--- config.mk ---
export PLATFORM = sky130hd
export DESIGN_NAME = sram_like_arbiter
export DESIGN_NICKNAME = d
export VERILOG_FILES = /design/src/rtl/sram_like_arbiter_pkg.sv /design/src/rtl/arb_id_fifo.sv /design/src/rtl/sram_like_arbiter.sv
export SDC_FILE = /design/constraint.sdc
export NUM_CORES = 1
export LEC_CHECK = 0
export BUFFER_PORTS_ARGS = -buffer_cell sky130_fd_sc_hd__buf_4
export CAP_MARGIN = 15
export CORE_AREA = 2 2 123 125
export CTS_CLUSTER_SIZE = 14
export DETAILED_ROUTE_END_ITERATION = 16
export DIE_AREA = 0 0 125 127
export MAX_ROUTING_LAYER = met4
export REMOVE_ABC_BUFFERS = 1
export SLEW_MARGIN = 20
export SYNTH_ARGS = -nofsm -noshare
export SYNTH_HDL_FRONTEND = slang
export SYNTH_HIERARCHICAL = 1
export SYNTH_SLANG_ARGS = --single-unit
--- constraint.sdc ---
create_clock -name clk -period 6 [get_ports clk]
set_clock_uncertainty 0.2 [all_clocks]
set_input_delay 0.3 -clock clk [delete_from_list [all_inputs] [get_ports clk]]
set_output_delay 0.3 -clock clk [all_outputs]
set_load 0.01 [all_outputs]
--- src/rtl/sram_like_arbiter_pkg.sv ---
// Shared definitions for the IF / EXE-MEM memory-port arbiter.
// Requester IDs, default sizing, and the muxed request bundle.
package sram_like_arbiter_pkg;

    localparam logic ARB_ID_INST = 1'b0;
    localparam logic ARB_ID_DATA = 1'b1;

    localparam int ARB_OUTSTANDING_DEF  = 2;
    localparam int ARB_STARVE_LIMIT_DEF = 4;

    typedef struct packed {
        logic        wr;
        logic [3:0]  wstrb;
        logic [31:0] addr;
        logic [31:0] wdata;
    } arb_req_t;

    function automatic int arb_ptr_w(input int depth);
        return (depth > 1) ? $clog2(depth) : 1;
    endfunction

endpackage

--- src/rtl/arb_id_fifo.sv ---
// In-order tracker of requester IDs for outstanding memory transactions.
// Full/empty come from the occupancy count, so any depth (not just 2^n) works.
module arb_id_fifo
    import sram_like_arbiter_pkg::*;
#(
    parameter  int DEPTH = ARB_OUTSTANDING_DEF,
    localparam int PTR_W = arb_ptr_w(DEPTH),
    localparam int CNT_W = $clog2(DEPTH + 1)
) (
    input  logic             clk,
    input  logic             reset,
    input  logic             push,
    input  logic             push_id,
    input  logic             pop,
    output logic             head_id,
    output logic [CNT_W-1:0] count
);

    logic [DEPTH-1:0] mem_q, mem_d;
    logic [PTR_W-1:0] wr_ptr_q, wr_ptr_d;
    logic [PTR_W-1:0] rd_ptr_q, rd_ptr_d;
    logic [CNT_W-1:0] count_q, count_d;
    logic             full, empty, do_push, do_pop;

    function automatic logic [PTR_W-1:0] ptr_inc(input logic [PTR_W-1:0] p);
        if (p == PTR_W'(DEPTH - 1)) return '0;
        return p + PTR_W'(1);
    endfunction

    assign full    = (count_q == CNT_W'(DEPTH));
    assign empty   = (count_q == '0);
    assign do_push = push & ~full;
    assign do_pop  = pop & ~empty;

    always_comb begin
        mem_d    = mem_q;
        wr_ptr_d = wr_ptr_q;
        rd_ptr_d = rd_ptr_q;
        count_d  = count_q;
        if (do_push) begin
            mem_d[wr_ptr_q] = push_id;
            wr_ptr_d        = ptr_inc(wr_ptr_q);
        end
        if (do_pop) rd_ptr_d = ptr_inc(rd_ptr_q);
        case ({do_push, do_pop})
            2'b10:   count_d = count_q + CNT_W'(1);
            2'b01:   count_d = count_q - CNT_W'(1);
            default: count_d = count_q;
        endcase
    end

    always_ff @(posedge clk or posedge reset) begin
        if (reset) begin
            mem_q    <= '0;
            wr_ptr_q <= '0;
            rd_ptr_q <= '0;
            count_q  <= '0;
        end else begin
            mem_q    <= mem_d;
            wr_ptr_q <= wr_ptr_d;
            rd_ptr_q <= rd_ptr_d;
            count_q  <= count_d;
        end
    end

    assign head_id = mem_q[rd_ptr_q];
    assign count   = count_q;

endmodule

--- src/rtl/sram_like_arbiter.sv ---
// Shares one SRAM-like port between instruction and data requesters,
// holding a stalled grant and routing in-order responses by issue ID.
module sram_like_arbiter
    import sram_like_arbiter_pkg::*;
#(
    parameter int OUTSTANDING  = ARB_OUTSTANDING_DEF,
    parameter int STARVE_LIMIT = ARB_STARVE_LIMIT_DEF
) (
    input  logic        clk,
    input  logic        reset,
    input  logic        inst_req,
    input  logic        inst_wr,
    input  logic [3:0]  inst_wstrb,
    input  logic [31:0] inst_addr,
    input  logic [31:0] inst_wdata,
    output logic        inst_addr_ok,
    output logic        inst_data_ok,
    output logic [31:0] inst_rdata,
    input  logic        data_req,
    input  logic        data_wr,
    input  logic [3:0]  data_wstrb,
    input  logic [31:0] data_addr,
    input  logic [31:0] data_wdata,
    output logic        data_addr_ok,
    output logic        data_data_ok,
    output logic [31:0] data_rdata,
    output logic        mem_req,
    output logic        mem_wr,
    output logic [3:0]  mem_wstrb,
    output logic [31:0] mem_addr,
    output logic [31:0] mem_wdata,
    input  logic        mem_addr_ok,
    input  logic        mem_data_ok,
    input  logic [31:0] mem_rdata
);

    localparam int CNT_W = $clog2(OUTSTANDING + 1);
    localparam int SW    = $clog2(STARVE_LIMIT + 1);

    logic          hold_valid_q, hold_valid_d;
    logic          hold_id_q, hold_id_d;
    logic [SW-1:0] starve_cnt_q, starve_cnt_d;

    logic             grant_id, granted_req, fifo_full, fifo_empty;
    logic             push, pop, head_id;
    logic [CNT_W-1:0] fifo_count;
    arb_req_t         inst_r, data_r, gnt_r;

    assign inst_r = '{wr: inst_wr, wstrb: inst_wstrb, addr: inst_addr, wdata: inst_wdata};
    assign data_r = '{wr: data_wr, wstrb: data_wstrb, addr: data_addr, wdata: data_wdata};

    always_comb begin
        if (hold_valid_q)
            grant_id = hold_id_q;
        else if (starve_cnt_q == SW'(STARVE_LIMIT) && inst_req)
            grant_id = ARB_ID_INST;
        else if (data_req)
            grant_id = ARB_ID_DATA;
        else
            grant_id = ARB_ID_INST;
    end

    assign granted_req = (grant_id == ARB_ID_DATA) ? data_req : inst_req;
    assign gnt_r       = (grant_id == ARB_ID_DATA) ? data_r : inst_r;

    // Full is taken from the registered count only, keeping mem_data_ok off the request path.
    assign fifo_full  = (fifo_count == CNT_W'(OUTSTANDING));
    assign fifo_empty = (fifo_count == '0);

    assign mem_req   = granted_req & ~fifo_full;
    assign mem_wr    = gnt_r.wr;
    assign mem_wstrb = gnt_r.wstrb;
    assign mem_addr  = gnt_r.addr;
    assign mem_wdata = gnt_r.wdata;

    assign push = mem_req & mem_addr_ok;
    assign pop  = mem_data_ok & ~fifo_empty;

    assign inst_addr_ok = push & (grant_id == ARB_ID_INST);
    assign data_addr_ok = push & (grant_id == ARB_ID_DATA);
    assign inst_data_ok = pop & (head_id == ARB_ID_INST);
    assign data_data_ok = pop & (head_id == ARB_ID_DATA);
    assign inst_rdata   = mem_rdata;
    assign data_rdata   = mem_rdata;

    always_comb begin
        hold_valid_d = hold_valid_q;
        hold_id_d    = hold_id_q;
        if (mem_req && !mem_addr_ok) begin
            hold_valid_d = 1'b1;
            hold_id_d    = grant_id;
        end else if (push) begin
            hold_valid_d = 1'b0;
        end
    end

    always_comb begin
        starve_cnt_d = starve_cnt_q;
        if (!inst_req || inst_addr_ok)
            starve_cnt_d = '0;
        else if (data_addr_ok && starve_cnt_q != SW'(STARVE_LIMIT))
            starve_cnt_d = starve_cnt_q + SW'(1);
    end

    always_ff @(posedge clk or posedge reset) begin
        if (reset) begin
            hold_valid_q <= 1'b0;
            hold_id_q    <= ARB_ID_INST;
            starve_cnt_q <= '0;
        end else begin
            hold_valid_q <= hold_valid_d;
            hold_id_q    <= hold_id_d;
            starve_cnt_q <= starve_cnt_d;
        end
    end

    arb_id_fifo #(.DEPTH(OUTSTANDING)) u_id_fifo (
        .clk     (clk),
        .reset   (reset),
        .push    (push),
        .push_id (grant_id),
        .pop     (pop),
        .head_id (head_id),
        .count   (fifo_count)
    );

endmodule
After elaboration in Yosys (flattened, before gate mapping)
Cells that the tools add are included.

Mux-type cells: 23. Bitwise gates (word level): 13. Add/subtract/negate cells: 5. Magnitude comparators: 3. Reductions and logical operators: 11. Equal/unequal tests: 5.

Operators by type and width (number): $mux W69 (1); $mux W1 (17); $and A1 B1 Y1 (9); $mux W3 (2); $reduce_bool A2 Y1 (3); $eq A2 B2 Y1 const B (2); $logic_and A1 B1 Y1 (4); $lt A1 B2 Y1 const B (2); $not A1 Y1 (4); $pmux W2 S2 (1); $add A3 B1 Y3 const B (1); $eq A3 B3 Y1 const B (1); $ne A3 B3 Y1 const B (1); $add A1 B1 Y1 const B (2); $add A2 B1 Y2 const B (1); $bwmux W2 (1); $eq A2 B1 Y1 const B (1); $logic_not A1 Y1 (2); $logic_not A2 Y1 (1); $sub A2 B1 Y2 const B (1); $demux W1 S1 (1); $ge A1 B1 Y1 const B (1); $logic_or A1 B1 Y1 (1).

Input bits: 176. Flip-flop bits (word level): 11. Output and inout bits: 138. Logic and storage cells: 67.

Logic depth before layout (Yosys ltp)
Gate-level depths: netlist of the first run.

Depth in word-level cells: 11. Gate-level depth with buffers: 11. Gate-level depth less buffers: 10.

By module
Netlist of the first run, hierarchy kept.

By module, submodules not included: sram_like_arbiter (cells an instance 186, times used 1, area an instance 1707.9 um^2, sequential area each 125.1 um^2); arb_id_fifo (cells an instance 22, times used 1, area an instance 280.3 um^2, sequential area each 150.1 um^2).

Worst setup path after synthesis of the first run
Ideal clock, no wire load.

Path kind: register to register. Start: reg starve_cnt_q[0]. End: reg u_id_fifo.count_q[1] (netlist: u_id_fifo/count[1]). Arrival time: 1.926 ns. Library setup time: 0.079 ns. Setup slack: 3.795 ns. Clock period less this slack: 2.205 ns. Path buffers: 1. Data required time: 5.721 ns. Stages on the path, launching flop included: 11. Path through: dfrtp_1 inv_1 ha_1 and3_1 o21ai_2 buf_6 o21a_1 nand2_1 ha_1 nor2_1 xor2_1.

Word-level cells in the longest chain between the ends: 10. Elaborated cells on any way between the ends: 12. Those cells by class: eq/ne: 3; mux: 4; bitwise: 3; reduce/logical: 2.

Ends and longest elaborated chain: from (decl) (RTL line sram_like_arbiter.sv:42) `logic [SW-1:0] starve_cnt_q, starve_cnt_d;`; from (signal assigned) (RTL line sram_like_arbiter.sv:113) `starve_cnt_q <= starve_cnt_d;`; $eq A3 B3 Y1 * (RTL line sram_like_arbiter.sv:55) `else if (starve_cnt_q == SW'(STARVE_LIMIT) && inst_req)`; $logic_and A1 B1 Y1 * (RTL line sram_like_arbiter.sv:55); $mux W1 * (RTL line sram_like_arbiter.sv:55); $mux W1 * (RTL line sram_like_arbiter.sv:53) `if (hold_valid_q)`; $mux W1 * (RTL line sram_like_arbiter.sv:63) `assign granted_req = (grant_id == ARB_ID_DATA) ? data_req : inst_req;`; $and A1 B1 Y1 * (RTL line sram_like_arbiter.sv:70) `assign mem_req = granted_req & ~fifo_full;`; $and A1 B1 Y1 * (RTL line sram_like_arbiter.sv:76) `assign push = mem_req & mem_addr_ok;`; via push (RTL line sram_like_arbiter.sv:45) `logic push, pop, head_id;`; $and A1 B1 Y1 * (RTL line arb_id_fifo.sv:32) `assign do_push = push & ~full;`; $eq A2 B1 Y1 / $eq A2 B2 Y1 (equally long branches) (RTL line arb_id_fifo.sv:45) `case ({do_push, do_pop})`; $pmux W2 S2 / $reduce_bool A2 Y1 (equally long branches); to (signal assigned) (RTL line arb_id_fifo.sv:62) `count_q <= count_d;`; to (decl) (RTL line arb_id_fifo.sv:22) `logic [CNT_W-1:0] count_q, count_d;`.

Mark *: on every way through the listed nets, which the timed path passes. The rest lies on a longest branch. A chain may end at the register's enable or synchronous reset.

Worst setup path after layout of the first run
Start: reg starve_cnt_q[0]. End: out mem_addr[11].

Word-level cells in the longest chain between the ends: 5.

Ends and longest elaborated chain: $eq A3 B3 Y1 (RTL line sram_like_arbiter.sv:55); $logic_and A1 B1 Y1 (RTL line sram_like_arbiter.sv:55); $mux W1 (RTL line sram_like_arbiter.sv:55); $mux W1 (RTL line sram_like_arbiter.sv:53); $mux W69 (RTL line sram_like_arbiter.sv:64) `assign gnt_r = (grant_id == ARB_ID_DATA) ? data_r : inst_r;`; to (decl) (RTL line sram_like_arbiter.sv:30) `output logic [31:0] mem_addr,`.

Every way passes these cells.

==> metrics.json, run 1 <==
{
  "grt.overflow.total": {"value": 0},
  "dieHeight": {"value": 127, "unit": "um"},
  "rsz_0062_raised_after_global_routing": {"value": "no"},
  "max-slew-margin-rel": {"value": 31.3, "unit": "%"},
  "synth_cell_types": {"value": 33},
  "grt_use_total": {"value": 17.7, "unit": "%"},
  "design.die.area": {"value": 15900, "unit": "sq um"},
  "clockRootBuffer": {"value": "clkbuf_16"},
  "peakVddDrop": {"value": 0.107, "unit": "mV"},
  "route.detailed.wl_per_inst": {"value": 26.5, "unit": "um"},
  "drt_iter0_markers": {"value": 50},
  "groute.layer.met3.usage": {"value": 15.2, "unit": "%"},
  "worstSetupPathType": {"value": "reg -> out"},
  "worst_setup_path_start_kind": {"value": "flop"},
  "wire_length_of_the_first_global_routing_pass": {"value": 19.1, "unit": "mm"},
  "fp.coreArea": {"value": 14400, "unit": "sq um"},
  "drv_cap": {"value": 0},
  "final-max-slew-violation-count": {"value": 0},
  "finalSetupViolations": {"value": 0},
  "reg2reg_setup_slack": {"value": 2.97, "unit": "ns"},
  "path_buf_inv": {"value": 3},
  "fillCellCount": {"value": 1567},
  "numCtsBuffers": {"value": 3},
  "share_of_the_core_filled_with_cells_in_the_final_layout": {"value": 23.6, "unit": "%"},
  "final_net_count": {"value": 539},
  "place_congestion": {"value": 0.975},
  "largest_cells_by_area_after_synthesis": {"value": "mux2_2 40%, buf_4 24%, dfrtp_1 14%"},
  "max_slew.worst_pin.slew": {"value": 1.03, "unit": "ns"},
  "yosys_warnings": {"value": 6},
  "post_synth_xor_area_fraction": {"value": 2.20, "unit": "%"},
  "power_per_cell_area": {"value": 352, "unit": "nW/um^2"},
  "worst-endpoint-arrival": {"value": 3.20, "unit": "ns"},
  "synth_top_cells_by_count": {"value": "71 x mux2_2, 64 x buf_4, 11 x dfrtp_1"},
  "r2r-start": {"value": "starve_cnt_q[0]"},
  "clock_path_buffers": {"value": 2},
  "critical_path_cell_count": {"value": 7},
  "yosys.area_share.adder": {"value": 1.89, "unit": "%"},
  "timing.critical_path.from": {"value": "starve_cnt_q[0]"},
  "slowest_stage_cell_crit_path": {"value": "o21ai_4"},
  "std_cell_rows": {"value": 44},
  "crit_path_end": {"value": "mem_addr[11]"},
  "groute.layer.met2.usage": {"value": 29.7, "unit": "%"},
  "first_global_vias": {"value": 2399},
  "period_minus_slack": {"value": 3.70, "unit": "ns"},
  "postSynth.topFlopCell": {"value": "dfrtp_1"},
  "synth_sequential_area_ratio": {"value": 13.8, "unit": "%"},
  "combinational_family_with_the_most_area_after_synthesis": {"value": "multiplexers"},
  "slowest_delay": {"value": 0.78, "unit": "ns"},
  "critical_path.most_common_cell": {"value": "buf_4"},
  "drc": {"value": 0},
  "end_kind": {"value": "output port"},
  "finalCritPeriodShare": {"value": 61.6, "unit": "%"},
  "standby_leakage_power": {"value": 0.00165, "unit": "uW"},
  "grt.busiest_layer": {"value": "met2"},
  "drive_above_1_share": {"value": 82.5, "unit": "%"},
  "syn-instance-count": {"value": 208},
  "post_synth_instance_area": {"value": 1990, "unit": "sq um"},
  "worstReg2RegEnd": {"value": "starve_cnt_q[0]"},
  "number_of_antenna_violations_at_the_first_check_in_global_routing": {"value": 1},
  "r2r_cells": {"value": 7},
  "syn_avg_cell_area": {"value": 9.56, "unit": "sq um"},
  "hp-start": {"value": "inst_req"},
  "floorplan.io_pins": {"value": 314},
  "synth-edff-count": {"value": 0},
  "grt_max_degree": {"value": 46},
  "setup-tns-final": {"value": 0, "unit": "ns"},
  "gr_util_met1": {"value": 15.9, "unit": "%"},
  "initial_utilization": {"value": 13.8, "unit": "%"},
  "drt_pre_antenna_iters": {"value": 4},
  "worstSkewPairLatency": {"value": 0.23, "unit": "ns"},
  "routed_via_density": {"value": 4.07},
  "path_cells": {"value": "inv_1, ha_1, and3_1, o21ai_4, buf_4, mux2_2, buf_4"},
  "clock-sinks": {"value": 11},
  "netlist.top_cell.by_area": {"value": "mux2_2"},
  "netlist.area_leader.share": {"value": 40.2, "unit": "%"},
  "die_w": {"value": 125, "unit": "um"},
  "outcome": {"value": "complete, no violations"},
  "clkSlewWorstSetupHoldPaths": {"value": 0.04, "unit": "ns"},
  "buffer_ports.inserted": {"value": 217},
  "hold_violations": {"value": 0},
  "required": {"value": 5.50, "unit": "ns"},
  "hold_path_class": {"value": "in -> reg"},
  "critical_path.top_delay_family": {"value": "buffers and inverters"},
  "synth_most_common_cell": {"value": "mux2_2"},
  "cts.htree.levels": {"value": 1},
  "synth-compound-area-share": {"value": 5.35, "unit": "%"},
  "postSynthRegisterBits": {"value": 11},
  "synth.area.mux_share": {"value": 41.3, "unit": "%"},
  "area_delta_synth_final": {"value": 71.4, "unit": "%"},
  "route.antenna.remaining_nets": {"value": 0},
  "async_sr_flop_fraction": {"value": 100, "unit": "%"},
  "critical_path.max_fanout": {"value": 45},
  "dp_hpwl": {"value": 13.3, "unit": "mm"},
  "num_vias": {"value": 2216},
  "tritoncts": {"value": "yes"},
  "yosys.area_share.simple": {"value": 6.99, "unit": "%"},
  "drt_wirelength": {"value": 14.4, "unit": "mm"},
  "achievable-frequency": {"value": 270, "unit": "MHz"}
}
what timing repair did:
action | 4_1_cts | 5_1_grt
gates resized for setup | 0 | 0
hold buffers | 1 | 0
endpoints found under the hold margin | 11 | 0
buffers inserted | 0 | 0
cells by family (layout without fill, tap and decap cells):
logic type / count (synthesis) / count (layout)
DFF: 11 / 11
adders and majority gates: 3 / 3
other: 0 / 1
AOI/OAI and AO/OA: 15 / 15
buffers and inverters: 77 / 228
xor gates and xnor gates: 5 / 5
muxes: 73 / 73
and+or+nand+nor: 24 / 24
report_power, final:
part	internal (uW)	switching [uW]
combinational	526	420
sequential	105	30.6
clock	88.9	29.3
cells in the final DEF (no fill, tap or decap), types with 2 or more instances in the layout:
cell type	instances
clkbuf_16	3
inv_1	5
nor2_1	3
and2_1	2
nor2b_1	2
buf_4	218
mux2_1	2
mux2_2	71
a21oi_1	4
nor3_1	3
ha_1	3
nand2_1	3
xor2_1	2
nand2b_1	3
nand3b_1	2
o21a_1	3
dfrtp_1	11
xnor2_1	3
stage by stage:
| stage | instance area, sq um | hold slack, ns | total power [uW] | std cells | setup slack (ns) |
|---|---|---|---|---|---|
| detailed placement | 3320 | 0.0327 | 1090 | 538 | 2.54 |
| finish | 3410 | 0.231 | 1200 | 544 | 2.30 |
| CTS | 3410 | 0.230 | 1210 | 543 | 2.27 |
| global placement | 3320 | 0.0279 | 1070 | 538 | 2.66 |
| global route | 3410 | 0.238 | 1280 | 544 | 2.09 |
| floorplan | 1440 | -0.121 | 662 | 136 | 2.08 |
sequential cells by signal, summed over array words and instances, names as in the netlist:
signal and count:
starve_cnt_q 3, u_id_fifo/count 2, u_id_fifo/mem_q 2, hold_id_q 1, hold_valid_q 1, u_id_fifo/rd_ptr_q 1, u_id_fifo/wr_ptr_q 1
final cells by class:
class                   count  area, sq um  area share, %
diodes                      1         2.50         0.0734
repair buffers            219         1650           48.3
inverters                   5         18.8          0.551
flip-flops and latches     11          275           8.08
clock buffers               4         78.8           2.31
multi-input cells         120         1160           33.9
well taps                 184          230           6.75
per-layer routing:
| layer | up-vias | wire length (um) | part of all wire [%] |
|---|---|---|---|
| met5 | - | 0 | 0 |
| met3 | 6 | 2840 | 20 |
| li1 | 963 | - | - |
| met1 | 1007 | 4730 | 33 |
| met2 | 240 | 6790 | 47 |
| met4 | 0 | 56 | 0.39 |
worst register-to-register path, delay by kind of cell, from the launching register on:
family,cells,cell delay [ns]
flops,1,0.39
fa+ha+maj,1,0.25
compound gates,2,0.99
simple gates,2,0.39
buf+inv,2,0.74
worst min-delay path by stage:
stage	end	slack [ns]	depth (start not counted)
after floorplan	hold_id_q	-0.12	1
after detailed placement	hold_valid_q	0.03	2
final	starve_cnt_q[1]	0.23	3
after global placement	hold_valid_q	0.03	2
after CTS	starve_cnt_q[1]	0.23	3
after global routing	starve_cnt_q[0]	0.24	3
Power figures use the tool's default switching activity.
==> run 2, diff against run 1 <==
--- a/config.mk
+++ b/config.mk
@@ -5,12 +5,13 @@
 export SDC_FILE = /design/constraint.sdc
 export NUM_CORES = 1
 export LEC_CHECK = 0
+export ABC_AREA = 1
 export BUFFER_PORTS_ARGS = -buffer_cell sky130_fd_sc_hd__buf_4
 export CAP_MARGIN = 15
-export CORE_AREA = 2 2 123 125
+export CORE_AREA = 2 2 122 124
 export CTS_CLUSTER_SIZE = 14
 export DETAILED_ROUTE_END_ITERATION = 16
-export DIE_AREA = 0 0 125 127
+export DIE_AREA = 0 0 124 126
 export MAX_ROUTING_LAYER = met4
 export REMOVE_ABC_BUFFERS = 1
 export SLEW_MARGIN = 20
==> constraint.sdc (replaced) <==
create_clock -name clk -period 3.1 [get_ports clk]
set_clock_uncertainty 0.2 [all_clocks]
set_input_delay 0.155 -clock clk [delete_from_list [all_inputs] [get_ports clk]]
set_output_delay 0.155 -clock clk [all_outputs]
set_load 0.01 [all_outputs]
==> run 2 against run 1 <==
Hold slack got worse by 0.12 ns. Via count is 28% higher. Synthesized cell count increased by 84%. Non-clock buffer count up 3. Design area rose by 2.7%. Critical endpoint is now mem_wdata[20].
==> metrics.json, run 2 <==
{
  "outcome": {"value": "complete, no violations", "change": "unchanged"},
  "critical_path.top_delay_family": {"value": "simple AND/OR/NAND/NOR gates", "change": "was buffers and inverters"},
  "synth-compound-area-share": {"value": 2.26, "unit": "%", "change": "was 5.35%"},
  "yosys.area_share.simple": {"value": 50.6, "unit": "%", "change": "was 6.99%"},
  "place_ws": {"value": 0.863, "unit": "ns", "change": "was 2.54 ns"},
  "area_delta_synth_final": {"value": 66.3, "unit": "%", "change": "was 71.4%"},
  "netlist.area_leader.share": {"value": 41.5, "unit": "%", "change": "was 40.2%"},
  "finalWorstSetupSlack": {"value": 0.588, "unit": "ns", "change": "was 2.30 ns"},
  "clockRootBuffer": {"value": "clkbuf_16", "change": "unchanged"},
  "drv_cap": {"value": 0, "change": "unchanged"},
  "finalSetupViolations": {"value": 0, "change": "unchanged"},
  "sequentialPowerShare": {"value": 10.2, "unit": "%", "change": "was 11.3%"},
  "place.detailed.instances": {"value": 710, "change": "was 538"},
  "achievable-frequency": {"value": 398, "unit": "MHz"},
  "net-switching-power": {"value": 1210, "unit": "uW", "change": "was 480 uW"},
  "dieHeight": {"value": 126, "unit": "um", "change": "was 127 um"},
  "synth_cell_types": {"value": 23, "change": "was 33"},
  "route.antenna.remaining_nets": {"value": 0, "change": "unchanged"},
  "synth_sequential_area_ratio": {"value": 13.1, "unit": "%", "change": "was 13.8%"},
  "setup-tns-final": {"value": 0, "unit": "ns", "change": "unchanged"},
  "end_kind": {"value": "output port", "change": "unchanged"},
  "required": {"value": 2.74, "unit": "ns", "change": "was 5.50 ns"},
  "largest_register_ff_count": {"value": 3, "change": "unchanged"},
  "numCtsBuffers": {"value": 3, "change": "unchanged"},
  "clkSlewWorstSetupHoldPaths": {"value": 0.05, "unit": "ns", "change": "was 0.04 ns"},
  "first_global_vias": {"value": 2682, "change": "was 2,399"},
  "hold_path_class": {"value": "in -> reg", "change": "unchanged"},
  "design.die.area": {"value": 15600, "unit": "sq um", "change": "was 15,900 sq um"},
  "cts.htree.levels": {"value": 1, "change": "unchanged"},
  "hold_violations": {"value": 0, "change": "unchanged"},
  "standby_leakage_power": {"value": 0.00216, "unit": "uW", "change": "was 0.00165 uW"},
  "clockPowerShare": {"value": 9.9, "unit": "%", "change": "was 9.8%"},
  "min_delay_path_depth": {"value": 4, "change": "was 3"},
  "number_of_antenna_violations_at_the_first_check_in_global_routing": {"value": 0, "change": "was 1"},
  "internal_power": {"value": 1230, "unit": "uW", "change": "was 721 uW"},
  "drc": {"value": 0, "change": "unchanged"},
  "worstSetupPathType": {"value": "reg -> out", "change": "unchanged"},
  "drt_wirelength": {"value": 11.9, "unit": "mm", "change": "was 14.4 mm"},
  "worst_setup_path_start_kind": {"value": "flop", "change": "unchanged"},
  "peakVddDrop": {"value": 0.292, "unit": "mV", "change": "was 0.107 mV"},
  "clock-sinks": {"value": 11, "change": "unchanged"},
  "drt_iter0_markers": {"value": 182, "change": "was 50"},
  "worst-endpoint-arrival": {"value": 2.16, "unit": "ns", "change": "was 3.20 ns"},
  "wire_length_of_the_first_global_routing_pass": {"value": 16.2, "unit": "mm", "change": "was 19.1 mm"},
  "combPwrFrac": {"value": 79.8, "unit": "%", "change": "was 78.8%"},
  "grt.overflow.total": {"value": 0, "change": "unchanged"},
  "power_per_cell_area": {"value": 699, "unit": "nW/um^2", "change": "was 352 nW/um^2"},
  "synth.area.mux_share": {"value": 0, "unit": "%", "change": "was 41.3%"},
  "clock_path_buffers": {"value": 2, "change": "unchanged"},
  "slowest_stage_cell_crit_path": {"value": "nand2_4", "change": "was o21ai_4"},
  "largest-register": {"value": "starve_cnt_q", "change": "unchanged"},
  "max-slew-margin-rel": {"value": 60.3, "unit": "%", "change": "was 31.3%"},
  "post_synth_xor_area_fraction": {"value": 0.832, "unit": "%", "change": "was 2.20%"},
  "num_vias": {"value": 2832, "change": "was 2,216"},
  "slowest_delay": {"value": 0.45, "unit": "ns", "change": "was 0.78 ns"},
  "synth-edff-count": {"value": 0, "change": "unchanged"},
  "netlist.top_cell.by_area": {"value": "nand2_1", "change": "was mux2_2"},
  "dp_hpwl": {"value": 10.2, "unit": "mm", "change": "was 13.3 mm"},
  "period_minus_slack": {"value": 2.51, "unit": "ns"},
  "grt_max_degree": {"value": 54, "change": "was 46"},
  "synth_most_common_cell": {"value": "nand2_1", "change": "was mux2_2"},
  "yosys.area_share.adder": {"value": 1.78, "unit": "%", "change": "was 1.89%"},
  "yosys_warnings": {"value": 6, "change": "unchanged"},
  "die_w": {"value": 124, "unit": "um", "change": "was 125 um"},
  "share_of_the_core_filled_with_cells_in_the_final_layout": {"value": 24.5, "unit": "%", "change": "was 23.6%"},
  "finalNonFillerCells": {"value": 715, "change": "was 544"},
  "critical_path.max_fanout": {"value": 53, "change": "was 45"},
  "path_buf_inv": {"value": 3, "change": "unchanged"},
  "postSynth.topFlopCell": {"value": "dfrtp_1", "change": "unchanged"},
  "path_cells": {"value": "inv_1, ha_1, nand3_2, nand2_2, nand2_4, buf_4, nand2_1, nand2_1, buf_4", "change": "was inv_1, ha_1, and3_1, o21ai_4, buf_4, mux2_2, buf_4"},
  "synth_top_cells_by_count": {"value": "233 x nand2_1, 67 x buf_4, 19 x inv_1", "change": "was 71 x mux2_2, 64 x buf_4, 11 x dfrtp_1"},
  "initial_utilization": {"value": 14.7, "unit": "%", "change": "was 13.8%"},
  "tritoncts": {"value": "yes", "change": "unchanged"},
  "reg2reg_setup_slack": {"value": 0.84, "unit": "ns", "change": "was 2.97 ns"},
  "r2r_cells": {"value": 13, "change": "was 7"},
  "routed_via_density": {"value": 3.96, "change": "was 4.07"},
  "fillCellCount": {"value": 1649, "change": "was 1,567"},
  "antennaDiodeCount": {"value": 0, "change": "was 1"},
  "fp.coreArea": {"value": 14300, "unit": "sq um", "change": "was 14,400 sq um"},
  "buffer_ports.inserted": {"value": 217, "change": "unchanged"},
  "switching_share": {"value": 49.7, "unit": "%", "change": "was 40.0%"},
  "grt_use_total": {"value": 14.7, "unit": "%", "change": "was 17.7%"},
  "finalCritPeriodShare": {"value": 81.0, "unit": "%"},
  "post_synth_instance_area": {"value": 2110, "unit": "sq um", "change": "was 1990 sq um"},
  "std_cell_rows": {"value": 44, "change": "unchanged"},
  "final-max-slew-violation-count": {"value": 0, "change": "unchanged"},
  "syn_avg_cell_area": {"value": 5.50, "unit": "sq um", "change": "was 9.56 sq um"},
  "most_common_cell_after_layout_fill_and_taps_aside": {"value": "nand2_1", "change": "was buf_4"},
  "critical_path_cell_count": {"value": 9, "change": "was 7"},
  "syn-instance-count": {"value": 383, "change": "was 208"},
  "largest_cells_by_area_after_synthesis": {"value": "nand2_1 42%, buf_4 24%, dfrtp_1 13%", "change": "was mux2_2 40%, buf_4 24%, dfrtp_1 14%"},
  "finalPower": {"value": 2450, "unit": "uW", "change": "was 1200 uW"},
  "commonest_cells_after_routing_fill_and_taps_aside": {"value": "233 x nand2_1, 221 x buf_4, 19 x inv_1, 11 x nand3_1, 11 x dfrtp_1", "change": "was 218 x buf_4, 71 x mux2_2, 11 x dfrtp_1, 5 x inv_1, 4 x a21oi_1"},
  "final_net_count": {"value": 711, "change": "was 539"},
  "cts_setup_buffers": {"value": 0, "change": "unchanged"},
  "postSynthRegisterBits": {"value": 11, "change": "unchanged"},
  "max_slew.worst_pin.slew": {"value": 0.594, "unit": "ns", "change": "was 1.03 ns"},
  "worstSkewPairLatency": {"value": 0.24, "unit": "ns", "change": "was 0.23 ns"},
  "route.detailed.wl_per_inst": {"value": 16.7, "unit": "um", "change": "was 26.5 um"},
  "place_congestion": {"value": 0.833, "change": "was 0.975"},
  "drive_above_1_share": {"value": 45.0, "unit": "%", "change": "was 82.5%"},
  "combinational_family_with_the_most_area_after_synthesis": {"value": "simple AND/OR/NAND/NOR gates", "change": "was multiplexers"},
  "async_sr_flop_fraction": {"value": 100, "unit": "%", "change": "unchanged"},
  "floorplan.io_pins": {"value": 314, "change": "unchanged"},
  "drt_pre_antenna_iters": {"value": 6, "change": "was 4"},
  "rsz_0062_raised_after_global_routing": {"value": "no", "change": "unchanged"}
}
## run 2: cell type report
type / instances / area (sq um) / share of cell area (%)
multi-input cells: 273 / 1170 / 33.4
inverters: 21 / 78.8 / 2.25
well taps: 184 / 230 / 6.58
repair buffers: 222 / 1670 / 47.7
flip-flops and latches: 11 / 275 / 7.86
clock buffers: 4 / 78.8 / 2.25
## run 2: worst paths after layout
| kind | from | to |
|---|---|---|
| worst max-delay path | starve_cnt_q[0] | mem_wdata[20] |
| worst min-delay path | mem_addr_ok | starve_cnt_q[0] |
| worst max register to register | starve_cnt_q[0] | u_id_fifo/count[1] |
| worst min register to register | u_id_fifo/mem_q[0] | u_id_fifo/mem_q[0] |
| max in group asynchronous | reset | starve_cnt_q[0] |
| min in group asynchronous | reset | u_id_fifo/mem_q[1] |
## run 2: through the flow
step / instance area (sq um) / hold slack (ns)
6_report: 3500 / 0.107
5_1_grt: 3500 / 0.110
4_1_cts: 3500 / 0.0967
3_5_place_dp: 3410 / -0.103
3_3_place_gp: 3410 / -0.102
2_1_floorplan: 1520 / -0.266
## run 2: logic make-up (layout without fill, tap and decap cells)
| group | count (synthesis) | in the layout |
|---|---|---|
| AOI/OAI and AO/OA | 4 | 4 |
| xor gates and xnor gates | 2 | 2 |
| adders and majority gates | 3 | 3 |
| buffers and inverters | 99 | 247 |
| DFF | 11 | 11 |
| and+or+nand+nor | 264 | 264 |
## run 2: timing repair
item                                   in CTS  in global routing
gates resized for setup                     0                  0
hold buffers                                1                  0
endpoints found under the hold margin      11                  0
## run 2: worst reg2reg max path: cells and delay by family (launching register included)
family	cells	cell delay (ns)
adder cells (fa/ha/maj)	2	0.54
buffers and inverters	2	0.15
flip-flops	1	0.36
AND/OR/NAND/NOR	9	0.88
## run 2: power by group through the flow
stage	logic, uW	registers [uW]	clock network (uW)
floorplan	977	242	0
global placement	1960	253	0
detailed placement	1970	251	0
CTS	1980	250	249
global route	2150	262	250
finish	1950	251	243
## run 2: metal layers
metal  vias up  routed length (um)  GRT usage, %
li1       1385                   -             -
met1      1240                5650          20.8
met2       205                4490          18.1
met3         2                1780          9.42
met4         0                  24         0.991
met5         -                   0             -
